--- src/rtl/if_fetch_stage.sv ---
// rtl/if_fetch_stage.sv - MIPS instruction-fetch stage: PC register, imem req/ack fetch, IF/ID register
module if_fetch_stage #(
  parameter logic [31:0] RESET_PC  = 32'h0000_0000,
  parameter logic [31:0] NOP_INSTR = 32'h0000_0000
) (
  input  logic        clk,
  input  logic        reset,
  input  logic [31:0] pcnext,
  input  logic        if_flush,
  input  logic        stall_if,
  output logic [31:0] pc,
  output logic [31:0] pc_plus4,
  output logic        imem_req,
  output logic [31:0] imem_addr,
  input  logic        imem_ack,
  input  logic [31:0] imem_rdata,
  output logic [31:0] ifid_instr,
  output logic [31:0] ifid_pc_plus4,
  output logic        ifid_valid
);

  typedef enum logic {FETCH = 1'b0, HOLD = 1'b1} state_t;

  state_t      state, state_n;
  logic [31:0] pc_n;
  logic [31:0] ifid_instr_n, ifid_pc_plus4_n;
  logic        ifid_valid_n;
  logic [31:0] hold_buf, hold_buf_n;
  logic        redirect_pending, redirect_pending_n;
  logic [31:0] redirect_pc, redirect_pc_n;
  logic        ack_fire;

  assign pc_plus4  = pc + 32'd4;
  assign imem_addr = pc;
  assign imem_req  = (state == FETCH) && !reset;
  assign ack_fire  = imem_req && imem_ack;

  always_ff @(posedge clk or posedge reset) begin
    if (reset) begin
      state            <= FETCH;
      pc               <= RESET_PC;
      ifid_instr       <= NOP_INSTR;
      ifid_pc_plus4    <= 32'd0;
      ifid_valid       <= 1'b0;
      hold_buf         <= 32'd0;
      redirect_pending <= 1'b0;
      redirect_pc      <= 32'd0;
    end else begin
      state            <= state_n;
      pc               <= pc_n;
      ifid_instr       <= ifid_instr_n;
      ifid_pc_plus4    <= ifid_pc_plus4_n;
      ifid_valid       <= ifid_valid_n;
      hold_buf         <= hold_buf_n;
      redirect_pending <= redirect_pending_n;
      redirect_pc      <= redirect_pc_n;
    end
  end

  always_comb begin
    state_n            = state;
    pc_n               = pc;
    ifid_instr_n       = ifid_instr;
    ifid_pc_plus4_n    = ifid_pc_plus4;
    ifid_valid_n       = ifid_valid;
    hold_buf_n         = hold_buf;
    redirect_pending_n = redirect_pending;
    redirect_pc_n      = redirect_pc;

    if (if_flush) begin
      ifid_valid_n = 1'b0;
      ifid_instr_n = NOP_INSTR;
      if (state == HOLD) begin
        pc_n    = pcnext;
        state_n = FETCH;
      end else if (ack_fire) begin
        // A newer redirect supersedes any older pending one.
        pc_n               = pcnext;
        redirect_pending_n = 1'b0;
      end else begin
        // The outstanding request keeps its address; redirect once it lands.
        redirect_pending_n = 1'b1;
        redirect_pc_n      = pcnext;
      end
    end else if (state == FETCH) begin
      if (redirect_pending) begin
        if (ack_fire) begin
          pc_n               = redirect_pc;
          redirect_pending_n = 1'b0;
        end
        if (!stall_if) begin
          ifid_valid_n = 1'b0;
          ifid_instr_n = NOP_INSTR;
        end
      end else if (ack_fire) begin
        if (!stall_if) begin
          ifid_instr_n    = imem_rdata;
          ifid_pc_plus4_n = pc_plus4;
          ifid_valid_n    = 1'b1;
          pc_n            = pcnext;
        end else begin
          hold_buf_n = imem_rdata;
          state_n    = HOLD;
        end
      end else if (!stall_if) begin
        ifid_valid_n = 1'b0;
        ifid_instr_n = NOP_INSTR;
      end
    end else if (!stall_if) begin
      ifid_instr_n    = hold_buf;
      ifid_pc_plus4_n = pc_plus4;
      ifid_valid_n    = 1'b1;
      pc_n            = pcnext;
      state_n         = FETCH;
    end
  end

endmodule
--- config.mk ---
export PLATFORM = sky130hd
export DESIGN_NAME = if_fetch_stage
export DESIGN_NICKNAME = d
export VERILOG_FILES = /design/src/rtl/if_fetch_stage.sv
export SDC_FILE = /design/constraint.sdc
export NUM_CORES = 1
export LEC_CHECK = 0
export CAP_MARGIN = 20
export CELL_PAD_IN_SITES_DETAIL_PLACEMENT = 1
export CELL_PAD_IN_SITES_GLOBAL_PLACEMENT = 1
export CORE_MARGIN = 2
export CORE_UTILIZATION = 50
export CTS_BUF_LIST = sky130_fd_sc_hd__clkbuf_4
export DETAILED_ROUTE_END_ITERATION = 10
export DONT_BUFFER_PORTS = 1
export GPL_TIMING_DRIVEN = 0
export PLACE_DENSITY_LB_ADDON = 0.1
export SKIP_CTS_REPAIR_TIMING = 1
export SYNTH_ARGS = -nofsm -noshare
export SYNTH_HDL_FRONTEND = slang
export SYNTH_SLANG_ARGS = --single-unit
export TNS_END_PERCENT = 1
--- constraint.sdc ---
create_clock -name clk -period 6.55 [get_ports clk]
set_clock_uncertainty 0.15 [all_clocks]
set_input_delay 0.9825 -clock clk [delete_from_list [all_inputs] [get_ports clk]]
set_output_delay 0.9825 -clock clk [all_outputs]
set_load 0.02 [all_outputs]
==> reports/metrics.yaml <==
setup_path:
  r2r_start: "imem_addr[2]"
  crit_arrival_ns: 2.81
  worst-path-max-fanout: 8
  cpMaxStageDelayCell: "dfrtp_1"
  startpoint: "imem_addr[2]"
  crit_chain: "ha_1, and4_1, buf_2, nand3_1, or4_1, nand2_1"
  worst-setup-path-type: "reg2out"
  worstSetupStartpointType: "flop"
  critPathMaxStageDelay_ns: 0.61
  cp-end-kind: "output pin"
  required_ns: 5.42
route:
  antenna_left: 0
  wl_per_cell_um: 23.8
  vias_per_cell: 6.24
  firstDrtPassIters: 4
  route.vias.total: 6405
  postRouteWirelength_mm: 24.4
  drtIter0Drc: 243
  drcViolationCount: 0
placement:
  place.gp.congestion: 0.784
  port_buffers: 0
  post_dp_cell_area_sq_um: 8470
  dp_hpwl_mm: 18.1
final_layout:
  multi_input_area_sq_um: 3530
  layout-area-overhead-vs-synth_pct: 7.71
  drive_above_1_share: 0.211
  fin_nets: 867
  post-route-util: 0.551
  fill_cells: 1744
  final_area_sq_um: 8790
  seq_area_sq_um: 4080
timing:
  fin_crit_sh: 0.601
  fin_hold_ws_ns: 0.144
  period_needed_ns: 3.94
  rsz0062_at_grt: "false"
  worstMarginPinSlew_ns: 0.873
  setup_viol: 0
  hold_viol: 0
  max-slew-margin-rel: 0.415
  drv_slew: 0
  max_freq_mhz: 254
grt:
  grtUsageTotal: 0.284
  grt_max_degree: 98
  overflow: 0
  grt_pass1_wl_mm: 39.1
  antenna_found_initial: 2
  grt_pass1_vias: 6982
floorplanning:
  num_rows: 46
  core_area_sq_um: 15900
  start_util: 0.512
  die_area_sq_um: 17400
  dieHeight_um: 132
  fp.dieW_um: 132
  io_pins: 231
yosys:
  yosysTopAreaCellShare: 0.500
  synth_edf_count: 0
  synth_top_area_cell: "dfrtp_1"
  synth_common_cells: "dfrtp_1, nand2_1, mux2_2"
  synth_most_common_cell: "dfrtp_1"
  ys_types: 46
  syn_nets: 847
  netlist_instances: 777
  synth-main-ff-cell: "dfrtp_1"
  ys_seq_area_frac: 0.500
  syn_area_sq_um: 8160
  synth.avg_cell_area_sq_um: 10.5
  yosys-top-cells-area: "dfrtp_1, mux2_2, o2bb2ai_1, nand2_1, buf_4"
  async_flop_share: 1.00
  ys_warn_count: 0
  ys_ff_latch: 163
clock_network:
  cts_made_buffers: 17
  ctsRootBufferMaster: "clkbuf_4"
  clk_latency_ns: 0.55
  htreeDepth: 4
  clock_path_buffers: 2
  cts.sinks: 163
  tritoncts: "built"
  cts.clk_slew.worst_paths_ns: 0.14
power_and_ir_drop:
  power_density_nw_per_um2: 323
  ir_drop_uv: 121
  leakagePower_uw: 0.00373
run:
  max_cap_violations: 0
outcome:
  status: "completed"
min_path:
  hold_class: "in2async"
==> per-layer routing <==
metal  global-route usage  vias to the layer above  part of all wire
met2                0.503                      211              0.51
met4                0.107                        0             0.027
met5                    0                        -                 0
li1                     -                     2863                 -
met1                0.319                     3285              0.39
met3               0.0934                       46             0.075
==> cells in the final DEF, fill, tap and decap left out, types with 8 or more instances in the layout <==
| master | synthesis | final |
|---|---|---|
| dfrtp_1 | 163 | 163 |
| nand2_1 | 77 | 77 |
| mux2_2 | 71 | 71 |
| nor2_1 | 52 | 52 |
| o2bb2ai_1 | 49 | 49 |
| buf_4 | 37 | 37 |
| o211ai_1 | 34 | 34 |
| a211oi_1 | 32 | 32 |
| clkbuf_1 | 29 | 29 |
| a21oi_1 | 23 | 23 |
| buf_2 | 22 | 22 |
| and3_1 | 22 | 22 |
| o21ai_0 | 18 | 18 |
| clkbuf_4 | 0 | 18 |
| or3_1 | 17 | 17 |
| a31oi_1 | 14 | 14 |
| nand4_1 | 13 | 13 |
| a2bb2oi_1 | 11 | 11 |
| nand3_1 | 10 | 10 |
| xnor2_1 | 8 | 8 |
| buf_1 | 8 | 8 |
==> final timing paths <==
check | slack, ns | cells after the start | end
max | 2.61 | 6 | pc_plus4[20]
min | 0.14 | 1 | ifid_instr[2]
max reg2reg | 3.95 | 5 | ifid_pc_plus4[16]
min reg2reg | 0.36 | 1 | redirect_pc[28]
max in group asynchronous | 5.27 | 2 | redirect_pc[13]
min in group clk | 0.36 | 1 | redirect_pc[28]
==> area by class of cell <==
type | instances | area share
Clock buffer | 18 | 0.0154
Tap cell | 216 | 0.0307
Clock inverter | 14 | 0.0212
Antenna cell | 1 | 0.000285
Buffer | 96 | 0.0599
Sequential cell | 163 | 0.464
Inverter | 8 | 0.00427
Timing Repair Buffer | 1 | 0.00313
Multi-Input combinational cell | 510 | 0.401
==> logic make-up (layout without fill, tap and decap cells) <==
family,after synthesis,count (layout),synth area share
buffers and inverters,104,137,0.0682
xor gates and xnor gates,14,14,0.0150
AOI/OAI and AO/OA,196,196,0.177
DFF,163,163,0.500
other,0,1,0
adders and majority gates,1,1,0.00153
muxes,75,75,0.103
and+or+nand+nor,224,224,0.135
==> stage by stage <==
step	total power, uW	std cells	TNS, ns	setup WS, ns
finish	2840	1027	0	2.61
global route	2990	1027	0	2.40
CTS	2870	1026	0	2.55
detailed placement	2200	994	0	3.19
global placement	2160	993	-109.30	-0.681
floorplan	2020	777	0	1.01
==> state kept, by name, indices dropped and copies added, names as in the netlist <==
register,cells
ifid_pc_plus4,32
imem_addr,32
hold_buf,32
state,1
ifid_valid,1
redirect_pending,1
redirect_pc,32
ifid_instr,32
==> where the power goes <==
part	switching (uW)	leakage, uW	internal [uW]
combinational	360	0.00155	259
clock	365	0.000162	305
sequential	350	0.00202	1200
total	1070	0.00373	1770
==> worst max-delay path: cells and delay by family (launching register included) <==
kind,cells,cell delay [ns]
simple gates,4,1.16
flops,1,0.61
buf+inv,1,0.16
fa+ha+maj,1,0.33
Note: power is estimated with default switching activity, not from simulation.
